[config.mk]
export PLATFORM = sky130hd
export DESIGN_NAME = imem_loader_flat
export DESIGN_NICKNAME = d
export VERILOG_FILES = /design/src/rtl/imem_loader_if.sv /design/src/rtl/imem_loader.sv /design/src/flat_wrapper.sv
export SDC_FILE = /design/constraint.sdc
export NUM_CORES = 1
export LEC_CHECK = 0
export ABC_AREA = 1
export CAP_MARGIN = 30
export CORE_MARGIN = 8
export CORE_UTILIZATION = 50
export CTS_BUF_LIST = sky130_fd_sc_hd__clkbuf_2 sky130_fd_sc_hd__clkbuf_4 sky130_fd_sc_hd__clkbuf_8
export DETAILED_ROUTE_END_ITERATION = 16
export DONT_BUFFER_PORTS = 1
export SLEW_MARGIN = 20
export SYNTH_ARGS = -nofsm -noshare
export SYNTH_HDL_FRONTEND = slang
export SYNTH_SLANG_ARGS = --single-unit
[constraint.sdc]
create_clock -name clk -period 3.1 [get_ports clk]
set_input_delay 0.31 -clock clk [delete_from_list [all_inputs] [get_ports clk]]
set_output_delay 0.31 -clock clk [all_outputs]
set_load 0.02 [all_outputs]
[src/rtl/imem_loader_if.sv]
// Signal bundle between a program-byte source and the instruction-memory loader.
// The master drives the load request and byte stream; the slave (the loader) drives everything else.
interface imem_loader_if;
    logic        start;
    logic [15:0] word_count;
    logic [7:0]  byte_data;
    logic        byte_valid;
    logic        byte_ready;
    logic        mem_write_enable;
    logic [31:0] mem_write_address;
    logic [31:0] mem_write_data;
    logic        core_reset_n;
    logic        busy;
    logic        done;
    logic        error;

    modport master (
        output start, word_count, byte_data, byte_valid,
        input  byte_ready, mem_write_enable, mem_write_address, mem_write_data,
        input  core_reset_n, busy, done, error
    );

    modport slave (
        input  start, word_count, byte_data, byte_valid,
        output byte_ready, mem_write_enable, mem_write_address, mem_write_data,
        output core_reset_n, busy, done, error
    );
endinterface

[src/rtl/imem_loader.sv]
// Streams little-endian program bytes into 32-bit instruction-memory writes and
// holds the core in reset until a complete program has been written.
module imem_loader #(
    parameter int WORDS          = 64,
    parameter int TIMEOUT_CYCLES = 1024
) (
    input  logic         clk,
    input  logic         reset_n,
    imem_loader_if.slave bus
);

    localparam int TW = $clog2(TIMEOUT_CYCLES + 1);

    typedef enum logic [1:0] {
        IDLE,
        RECV,
        WRITE,
        FINISH
    } state_t;

    state_t         state, state_next;
    logic [15:0]    word_count_q;
    logic [15:0]    word_idx;
    logic [1:0]     byte_cnt;
    logic [TW-1:0]  timeout_cnt;
    logic [31:0]    word_q;
    logic           error_q;
    logic           core_reset_q;

    logic count_ok;
    logic start_ok;
    logic start_bad;
    logic xfer;
    logic timeout_hit;
    logic last_word;

    logic byte_ready;
    logic mem_write_enable;
    logic busy;
    logic done;

    assign count_ok    = (bus.word_count != 16'd0) && ({16'd0, bus.word_count} <= 32'(WORDS));
    assign start_ok    = (state == IDLE) && bus.start && count_ok;
    assign start_bad   = (state == IDLE) && bus.start && !count_ok;
    assign xfer        = (state == RECV) && bus.byte_valid;
    assign timeout_hit = (state == RECV) && !bus.byte_valid &&
                         (timeout_cnt == TW'(TIMEOUT_CYCLES - 1));
    assign last_word   = (word_idx + 16'd1) == word_count_q;

    // NOTE: sequential state uses non-blocking assignments so every register
    // samples pre-edge values, independent of block ordering.
    always_ff @(posedge clk or negedge reset_n) begin
        if (!reset_n) begin
            state <= IDLE;
        end else begin
            state <= state_next;
        end
    end

    // NOTE: every output of this block gets a default first, so no path
    // through the case can leave a signal unassigned and infer a latch.
    always_comb begin
        state_next       = state;
        byte_ready       = 1'b0;
        mem_write_enable = 1'b0;
        busy             = 1'b0;
        done             = 1'b0;
        case (state)
            IDLE: begin
                if (start_ok) state_next = RECV;
            end
            RECV: begin
                byte_ready = 1'b1;
                busy       = 1'b1;
                if (timeout_hit)                    state_next = IDLE;
                else if (xfer && byte_cnt == 2'd3)  state_next = WRITE;
            end
            WRITE: begin
                mem_write_enable = 1'b1;
                busy             = 1'b1;
                state_next       = last_word ? FINISH : RECV;
            end
            FINISH: begin
                done       = 1'b1;
                state_next = IDLE;
            end
            default: state_next = IDLE;
        endcase
    end

    always_ff @(posedge clk or negedge reset_n) begin
        if (!reset_n) begin
            word_count_q <= '0;
            word_idx     <= '0;
            byte_cnt     <= '0;
            timeout_cnt  <= '0;
            word_q       <= '0;
            error_q      <= 1'b0;
            core_reset_q <= 1'b0;
        end else begin
            case (state)
                IDLE: begin
                    if (start_ok) begin
                        word_count_q <= bus.word_count;
                        word_idx     <= '0;
                        byte_cnt     <= '0;
                        timeout_cnt  <= '0;
                        word_q       <= '0;
                        error_q      <= 1'b0;
                        core_reset_q <= 1'b0;
                    end else if (start_bad) begin
                        error_q <= 1'b1;
                    end
                end
                RECV: begin
                    if (xfer) begin
                        // Shifting in from the top leaves byte 0 in bits [7:0] after four bytes.
                        word_q      <= {bus.byte_data, word_q[31:8]};
                        byte_cnt    <= byte_cnt + 2'd1;
                        timeout_cnt <= '0;
                    end else if (timeout_hit) begin
                        error_q <= 1'b1;
                    end else begin
                        timeout_cnt <= timeout_cnt + TW'(1);
                    end
                end
                WRITE: begin
                    word_idx <= word_idx + 16'd1;
                    if (last_word) core_reset_q <= 1'b1;
                end
                default: ;
            endcase
        end
    end

    assign bus.byte_ready        = byte_ready;
    assign bus.mem_write_enable  = mem_write_enable;
    assign bus.mem_write_address = {14'd0, word_idx, 2'b00};
    assign bus.mem_write_data    = word_q;
    assign bus.core_reset_n      = core_reset_q;
    assign bus.busy              = busy;
    assign bus.done              = done;
    assign bus.error             = error_q;

endmodule

[src/flat_wrapper.sv]
// flat-port wrapper written by rule: the top's interface ports become plain ports
module imem_loader_flat 
#(
    parameter int WORDS          = 64,
    parameter int TIMEOUT_CYCLES = 1024
)
  (clk, reset_n, bus_start, bus_word_count, bus_byte_data, bus_byte_valid, bus_byte_ready, bus_mem_write_enable, bus_mem_write_address, bus_mem_write_data, bus_core_reset_n, bus_busy, bus_done, bus_error);
  imem_loader_if bus_i ();
  input  logic clk;
  input  logic reset_n;
  input wire logic [$bits(bus_i.start)-1:0] bus_start;
  input wire logic [$bits(bus_i.word_count)-1:0] bus_word_count;
  input wire logic [$bits(bus_i.byte_data)-1:0] bus_byte_data;
  input wire logic [$bits(bus_i.byte_valid)-1:0] bus_byte_valid;
  output wire logic [$bits(bus_i.byte_ready)-1:0] bus_byte_ready;
  output wire logic [$bits(bus_i.mem_write_enable)-1:0] bus_mem_write_enable;
  output wire logic [$bits(bus_i.mem_write_address)-1:0] bus_mem_write_address;
  output wire logic [$bits(bus_i.mem_write_data)-1:0] bus_mem_write_data;
  output wire logic [$bits(bus_i.core_reset_n)-1:0] bus_core_reset_n;
  output wire logic [$bits(bus_i.busy)-1:0] bus_busy;
  output wire logic [$bits(bus_i.done)-1:0] bus_done;
  output wire logic [$bits(bus_i.error)-1:0] bus_error;
  assign bus_i.start = bus_start;
  assign bus_i.word_count = bus_word_count;
  assign bus_i.byte_data = bus_byte_data;
  assign bus_i.byte_valid = bus_byte_valid;
  assign bus_byte_ready = bus_i.byte_ready;
  assign bus_mem_write_enable = bus_i.mem_write_enable;
  assign bus_mem_write_address = bus_i.mem_write_address;
  assign bus_mem_write_data = bus_i.mem_write_data;
  assign bus_core_reset_n = bus_i.core_reset_n;
  assign bus_busy = bus_i.busy;
  assign bus_done = bus_i.done;
  assign bus_error = bus_i.error;
  imem_loader #(.WORDS(WORDS), .TIMEOUT_CYCLES(TIMEOUT_CYCLES)) u_core (.clk(clk), .reset_n(reset_n), .bus(bus_i));
endmodule
==> results of run 1 <==
==> critical path: cells and delay by family (launching register included) <==
kind,cells,cell delay [ns]
AND/OR/NAND/NOR,13,1.50
adder cells (fa/ha/maj),1,0.25
flip-flops,1,0.54
==> power groups by stage <==
stage               Sequential [uW]  Combinational, uW  Clock, uW
global placement               1520                808          0
detailed placement             1530                821          0
finish                         1500                836        761
CTS                            1500                852        786
global route                   1530                952        832
floorplan                      1470                725          0
==> cell type report <==
| type | count | share of cell area |
|---|---|---|
| tap | 108 | 0.0296 |
| timing repair buffer | 5 | 0.0131 |
| clock inverter | 7 | 0.0148 |
| inverter | 68 | 0.0558 |
| clock buffer | 9 | 0.0271 |
| sequential | 81 | 0.443 |
| multi-input combinational | 407 | 0.416 |
==> synth_stat cells (2+ instances only) <==
cell type  number
nor3_1         13
mux2_2          4
o21ai_0        16
clkbuf_1        2
dfrtp_1        81
nor2_2          3
nand3b_1        5
buf_6           4
o21ai_1         7
buf_4          17
ha_1            8
xor2_1          5
inv_2           4
nor2_1         32
nor4_1          3
inv_1          64
nand3_1        34
buf_2           4
nand2_2         2
a21oi_1         5
o22ai_1        10
nand4_1         8
nand2_1       225
==> kinds of logic (layout without fill, tap and decap cells) <==
| family | Yosys count | after routing | synth area share |
|---|---|---|---|
| simple gates | 332 | 332 | 0.324 |
| xor+xnor | 7 | 7 | 0.0176 |
| buf+inv | 95 | 89 | 0.105 |
| flops | 81 | 81 | 0.468 |
| compound gates | 40 | 40 | 0.0503 |
| other cells | 1 | 16 | 0.000866 |
| mux | 4 | 4 | 0.0104 |
| fa+ha+maj | 8 | 8 | 0.0231 |
==> through the flow <==
step	total power, uW	util	cell area, um2	worst slack [ns]
floorplan	2200	-	4380	0.999
global placement	2330	0.508	4340	0.842
detailed placement	2350	0.508	4340	0.723
CTS	3140	0.535	4570	0.699
global route	3310	0.535	4570	0.391
finish	3090	0.535	4570	0.691
==> registers in the layout (all words and copies together), names as in the netlist <==
register and cells:
u_core.word_idx 16, u_core.bus.error 1, u_core.byte_cnt 2, u_core.timeout_cnt 11, u_core.bus.mem_write_data 32, u_core.word_count_q 16, u_core.state 2, u_core.bus.core_reset_n 1
==> routing by layer <==
| layer | up-vias | GRT usage | part of all wire |
|---|---|---|---|
| met5 | - | 0 | 0 |
| met4 | 0 | 0.0528 | 0.0070 |
| met2 | 82 | 0.282 | 0.48 |
| li1 | 1760 | - | - |
| met3 | 7 | 0.0550 | 0.077 |
| met1 | 1582 | 0.221 | 0.44 |
==> how the worst max path moves through the flow <==
stage                              startpoint                                   to  slack [ns]  cells past startpoint
3_5_place_dp      u_core.state[0]$_DFFE_PN0P_       u_core.byte_cnt[0]$_DFFE_PN0P_        0.72                     11
6_report       u_core.word_idx[0]$_DFFE_PN0P_  u_core.bus.core_reset_n$_DFFE_PN0P_        0.69                     14
2_1_floorplan     u_core.state[1]$_DFFE_PN0P_          u_core.state[0]$_DFFE_PN0P_         1.0                     13
5_1_grt        u_core.word_idx[1]$_DFFE_PN0P_  u_core.bus.core_reset_n$_DFFE_PN0P_        0.39                     14
3_3_place_gp      u_core.state[1]$_DFFE_PN0P_          u_core.state[0]$_DFFE_PN0P_        0.84                     14
4_1_cts           u_core.state[0]$_DFFE_PN0P_       u_core.byte_cnt[0]$_DFFE_PN0P_        0.70                     11
==> summary.md, run 1 <==
The run finished with clean final reports. Leaving out fill and tap cells, the most frequent cell in the layout is nand2_1. Adding up every negative setup slack in the final design gives 0 ns.

Entering global routing, the biggest net connects 82 pins. The analysis attributes to net switching a power of 1350 uW. The logs give 0 for the remaining design rule violation count and 0.270 for the part of the total power dissipated in combinational logic.

Once placement completed, the tool counted placed cells totaling 667. From bottom edge to top edge, the die measures 109 um. Gates resized during post-CTS repair numbered 0.

During placement, the flow inserted port buffers numbering 0. Switching part of the total: 0.438. The total of fill cells in the finished design was 836. Pin placement for this block handled 98 I/O pins.

The area fraction of the dominant cell type after synthesis works out to 0.468. The standard cell with the maximum stage delay on the critical path was dfrtp_1. Hold repair after CTS inserted 2 buffers. The tools report the headroom to the max-slew limit as 0.590. TritonCTS built the clock tree.

Setup repair after global routing left no endpoint under its margin. Of all nets on the critical path, the largest fanout is 5. The final clock skew is 0.00951 ns, and the detailed-route via count is 3431. The multi-input combinational cells in the finished layout cover a total of 1900 um2.

The tools report the post-synth design cell area as 4330 um2. Across all hold checks on the routed design, the worst slack comes to 0.0474 ns. The sum of overflow across all layers after global routing was 0. Placer's final routability congestion estimate: 0.796. After clock tree synthesis, the clock-pin slew on the worst setup and hold paths is 0.10 ns.

The final layout contains routed wiring with a total length of 9880 um. Summed over all cells, the static leakage comes to 0.00236 uW. The critical path in this run is classified as register to register. Ranked by total cell area, the synthesized netlist is headed by dfrtp_1, nand2_1, inv_1. The number of global-route vias before repair is 3411, and the final critical delay including setup and external delays is 2.41 ns. The repair_antennas step left the layout with diodes totalling 0. Fraction of registers with async set or reset after synthesis: 1.00. The part of the total power dissipated in sequential elements was 0.484.

The worst setup path is captured at a register. In this run, synthesis produced a sequential element count of 81. The start point of the worst min-delay path is bus_byte_data[2]. The first detailed-routing pass took 4 iterations.

The post-synthesis to final-layout area growth came out at 5.61%. Once detail routing completed, the nets flagged for antenna violations numbered 0. In the final routed layout, each cell accounts on average for 14.4 um. The logs give 0 for the final number of hold-violating endpoints and 3.35 ns for the required time of the worst setup path. The floorplan step defined a die boundary enclosing 11900 um2. Summed over all instances, the cell type with the most area after synthesis is dfrtp_1. The run gives 0.69 ns as the register-to-register setup slack. Sink count of the clock tree: 81. The tools report the root buffer cell as clkbuf_8.

The region available for standard cell placement spans 8550 um2. The tools report the distinct cell type count of the synthesized netlist as 35. The logs give 415 MHz for the fmax and 0 for the max-capacitance violation count. The run gives 685 as the final non-filler cell total.

The endpoint identified for the worst register-to-register timing path is u_core.bus.core_reset_n$_DFFE_PN0P_. In this run, synthesis inferred 0 flip-flops with an integrated enable. Number of vias per cell: 5.01. Internal power comes to 1740 uW. The run gives 568 as the number of standard cells after synthesis. VDD sags by at most 0.463 mV. Along the worst hold path, the cell count comes to 2. Capture endpoint of the worst hold path: u_core.bus.mem_write_data[26]$_DFFE_PN0P_. The largest stage delay on the critical path was 0.54 ns; the critical path arrival was 2.66 ns. For this run, the leading register cell type out of synthesis is dfrtp_1.

The first routing iteration left 137 violations. The number of standard-cell rows in the floorplan is 34. The worst setup path is launched from a register. The sequential fraction of the synthesis area is 0.468, and the footprint of the flip-flops and latches is 2030 um2. The depth of the worst register-to-register path works out to 14. The path class of the tightest hold or removal check is input pin to register.

Once detailed placement completed, the half-perimeter wirelength came to 7050 um. The floorplan step set the die width to 109 um. For the initial cell density of the core, the log shows 0.506. The clock passes through at most 2 buffers.

The actual slew at the worst max-slew pin was 0.613 ns; the total routing usage reported by global routing was 0.175. Dividing total power by cell area gives a power density of 677 nW/um2. Global-route wire length before repair: 16600 um. In this run the mean area of a mapped cell was 7.62 um2. The library cells used most frequently in the layout, excluding fill and tap cells, are nand2_1, dfrtp_1, inv_1.

The share of layout cells above drive strength 1 is 0.0659. The run gives 608 as the final net count. The signal on the critical path passes through ha_1 > nand3_1 > nor2_1 > nand3_1 > nand2_1 > nand3_1 > nand2_1 > nand2_1 > nor2_1 > nand3_1 > nand2_1 > nand2_1 > nand2_1 > nand2_1. The initial antenna violation count was 0.

The final number of max-transition violations is 0, and the CTS buffer count is 9. Clock latency on the worst-skew pair, taken at its later pin, is 0.36 ns. Share of the cycle needed by the critical path after routing: 0.777.

The startpoint of the worst-slack reg-to-reg timing path is u_core.word_idx[0]$_DFFE_PN0P_. Clock power share: 0.246. Counting stages on the worst path, the most repeated cell is nand2_1.

The number of setup violations in the final report is 0, and the number of buffers inserted by post-CTS setup repair is 0. The tools report the count of yosys warnings during synthesis as 0. CTS built an H-tree with a depth of 3.
Note: power is estimated with default switching activity, not from simulation.
==> inputs of run 2 (changes only) <==
--- a/config.mk
+++ b/config.mk
@@ -12,6 +12,7 @@
 export CTS_BUF_LIST = sky130_fd_sc_hd__clkbuf_2 sky130_fd_sc_hd__clkbuf_4 sky130_fd_sc_hd__clkbuf_8
 export DETAILED_ROUTE_END_ITERATION = 16
 export DONT_BUFFER_PORTS = 1
+export PLACE_DENSITY = 0.68
 export SLEW_MARGIN = 20
 export SYNTH_ARGS = -nofsm -noshare
 export SYNTH_HDL_FRONTEND = slang
==> constraint.sdc (replaced) <==
create_clock -name clk -period 1.95 [get_ports clk]
set_input_delay 0.195 -clock clk [delete_from_list [all_inputs] [get_ports clk]]
set_output_delay 0.195 -clock clk [all_outputs]
set_load 0.02 [all_outputs]
==> run 2 against run 1 <==
Global-route usage rose by 1.0 points. Sequential power grew 58%. The run now ends with hold timing left. Design area up 18%.
==> summary.md, run 2 (synthesized netlist as in run 1, its figures left out) <==
The run gives 16 (+14) as the hold buffer count at CTS. The logs give 81 (+81) for the final number of hold-violating endpoints and 0 (unchanged) for the final antenna diode count. Global-route wire length before repair: 17700 um (+6.8%). The count of input and output buffers is 0 (unchanged), and the final non-filler cell total is 748 (+9.2%). The tools report the static leakage as 0.00273 uW (+16%).

The clock edge transition at the registers on the reported setup and hold paths was 0.10 ns (about the same). The run gives 0 (unchanged) as the remaining design rule violation count. Compared with the post-synthesis result, the final layout area differs by 24.5%.

The type of destination of the critical path was a register. For the CTS buffer count, the log shows 9 (unchanged). The most common cell after layout, fill and taps aside was nand2_1.

STA classifies the critical path startpoint as a register. The latest clock arrival within the worst-skew pair is 0.36 ns (about the same). The tools report the sum of overflow across all layers after global routing as 0 (unchanged). The reported net switching power was 2430 uW (+79%). The final number of max-transition violations is 0 (unchanged).

Core area: 8550 um2 (unchanged). TritonCTS built the clock tree. The max-capacitance violation count was 0 (unchanged).

The total number of H-tree levels came out at 3 (unchanged). For the fmax, the log shows 513 MHz (+24%). The maximum number of pins on one net before global-route repair is 82 (unchanged), and the top-level port count is 98 (unchanged). The worst hold-check slack was -0.487 ns (-0.534 ns); the share of layout cells above drive strength 1 was 0.216 (+0.150).

The footprint of the flip-flops and latches was 2030 um2 (+0.31%). For the final net count, the log shows 671 (+10%). The flow ran to the end, but the final reports show violations. The top cell types in the final layout, fill and taps aside, are nand2_1, dfrtp_1, inv_1. Share of the cycle needed by the critical path after routing: 0.999 (+0.222).

The switching part of the total came out at 0.407 (-0.0311). The total area of multi-input combinational cells is 2100 um2 (+10%), and the placer's final routability congestion estimate is 0.839 (+5.5%). The slowest stage of the critical path is the dfrtp_1 cell. The final critical delay including setup and external delays came out at 1.95 ns (-0.460 ns). For the detailed-route via count, the log shows 3801 (+11%). Setup repair after global routing could not meet its margin everywhere. The number of vias per cell was 5.08 (+1.5%).

The setup path with the least slack is of type register to register. The power per cell area is 1110 nW/um2 (+64%), and the required time of the worst setup path is 2.25 ns (-1.10 ns). The maximum net fanout on the critical path was 8 (+3); the total of fill cells in the finished design was 733 (-12%). Initial cell density of the core: 0.506 (unchanged). The tools report the die area as 11900 um2 (unchanged). The post-layout worst setup margin came out at 0.00134 ns (-0.690 ns).

Largest stage delay on the critical path: 0.40 ns (-0.14 ns). The critical path arrival came out at 2.25 ns (-0.41 ns). The worst hold path belongs to the class input pin to asynchronous set/reset pin. The part of the total power dissipated in combinational logic was 0.363 (+0.093).

The logs give 34 (unchanged) for the number of standard-cell rows in the floorplan and 3778 (+11%) for the number of global-route vias before repair. The detailed-route wire length is 11100 um (+13%), and the average routed wire per standard cell is 14.9 um (+3.3%). Overall die height: 109 um (unchanged). The logs give 81 (unchanged) for the sink count of the clock tree and 0.844 mV (+82%) for the maximum resistive drop on vdd. For the worst slack at placement, the log shows -0.0397 ns (-0.762 ns). The depth of the worst register-to-register path came out at 13 (-1). The residual antenna-violating net count after detailed routing is 0 (unchanged). The root buffer cell is clkbuf_8.

The tools report the clock power share as 0.241 (-0.005). The signal on the critical path passes through inv_2 > ha_4 > nand3_4 > nor4_4 > nand3_2 > nand2_2 > inv_2 > nor2_4 > nand3_2 > clkinv_4 > clkbuf_16 > nand2_2 > nand2_1. The flip-flop count of the largest register after layout is 32 (unchanged), and the die extent in x is 109 um (unchanged). Internal power consumption: 3540 uW (+100%). The final clock skew is 0.0120 ns (+0.00251 ns), and the initial antenna violation count is 0 (unchanged).

For the initial DRC count, the log shows 152 (+11%). The run gives 4 (unchanged) as the first-pass iteration count of the detailed router. The checks that failed: hold timing.

HPWL reported at the end of detailed placement: 7430 um (+5.4%). The maximum count of clock buffers along a single path was 2 (unchanged). The count of placed standard cells including taps was 702 (+5.2%); the number of setup violations in the final report was 0 (unchanged). The part of the total power dissipated in sequential elements was 0.396 (-0.088); the total routing usage reported by global routing was 0.185 (+0.0103).
## run 2: cell count changes in the layout (fill, tap and decap cells not counted), sizes merged, moves of 2 or more
cell,before,now
clkbuf,9,12
inv,74,71
bufinv,0,2
dlygate4sd3,1,16
buf,4,47
## run 2: layout make-up
class | count | share of cell area
Multi-Input combinational cell | 408 | 0.389
Sequential cell | 81 | 0.377
Timing Repair Buffer | 66 | 0.114
Inverter | 68 | 0.0504
Tap cell | 108 | 0.0251
Clock buffer | 9 | 0.0230
Clock inverter | 7 | 0.0200
Timing Repair inverter | 1 | 0.00116
## run 2: path summary, 6_finish.rpt
kind | startpoint | to | slack [ns]
max | u_core.state[0]$_DFFE_PN0P_ | u_core.bus.mem_write_data[2]$_DFFE_PN0P_ | 0.001
min reg2reg | u_core.word_count_q[8]$_DFFE_PN0P_ | u_core.word_count_q[8]$_DFFE_PN0P_ | 0.47
min in group clk | bus_byte_valid | u_core.timeout_cnt[3]$_DFFE_PN0P_ | 0.02
min | reset_n | u_core.word_count_q[2]$_DFFE_PN0P_ | -0.49
max in group asynchronous | reset_n | u_core.timeout_cnt[4]$_DFFE_PN0P_ | 2.25
max reg2reg | u_core.state[0]$_DFFE_PN0P_ | u_core.bus.mem_write_data[2]$_DFFE_PN0P_ | 0.001
## run 2: metal layers
metal / track usage / share of wire / routed length (um)
met5: 0 / 0 / 0
met4: 0.0704 / 0.019 / 212
met2: 0.301 / 0.50 / 5520
met1: 0.223 / 0.41 / 4560
met3: 0.0638 / 0.076 / 844
## run 2: metrics by stage
stage | utilization | setup TNS (ns) | power (uW) | area [um2]
2_1_floorplan | - | 0 | 3520 | 4400
3_3_place_gp | 0.543 | 0 | 3970 | 4640
3_5_place_dp | 0.543 | -0.0397 | 4010 | 4640
4_1_cts | 0.590 | -0.00288 | 5510 | 5050
5_1_grt | 0.630 | -3.30 | 6320 | 5390
6_report | 0.630 | 0 | 5970 | 5390
## run 2: critical path, delay by kind of cell (launching register included)
family	cells	cell delay, ns
fa+ha+maj	1	0.16
simple gates	8	0.89
buf+inv	4	0.43
flops	1	0.40
## run 2: power groups by stage
stage | logic (uW) | clock network [uW] | registers, uW
floorplan | 1170 | 0 | 2350
global placement | 1600 | 0 | 2360
detailed placement | 1640 | 0 | 2370
CTS | 1690 | 1470 | 2340
global route | 2370 | 1540 | 2410
finish | 2170 | 1440 | 2370
## run 2: repair_timing
| action | CTS | global route |
|---|---|---|
| pin swaps | 0 | 23 |
| cloned | 0 | 6 |
| endpoints found under the hold margin | 101 | 81 |
| buffers inserted | 1 | 7 |
| resized for setup | 3 | 64 |
| endpoints found under the setup margin | 2 | 62 |
==> inputs of run 3 (changes only) <==
--- a/config.mk
+++ b/config.mk
@@ -10,6 +10,7 @@
 export CORE_MARGIN = 8
 export CORE_UTILIZATION = 50
 export CTS_BUF_LIST = sky130_fd_sc_hd__clkbuf_2 sky130_fd_sc_hd__clkbuf_4 sky130_fd_sc_hd__clkbuf_8
+export CTS_CLUSTER_SIZE = 40
 export DETAILED_ROUTE_END_ITERATION = 16
 export DONT_BUFFER_PORTS = 1
 export PLACE_DENSITY = 0.68
==> results of run 3 <==
The final DEF is identical to that of run 2; final timing and power are the same.
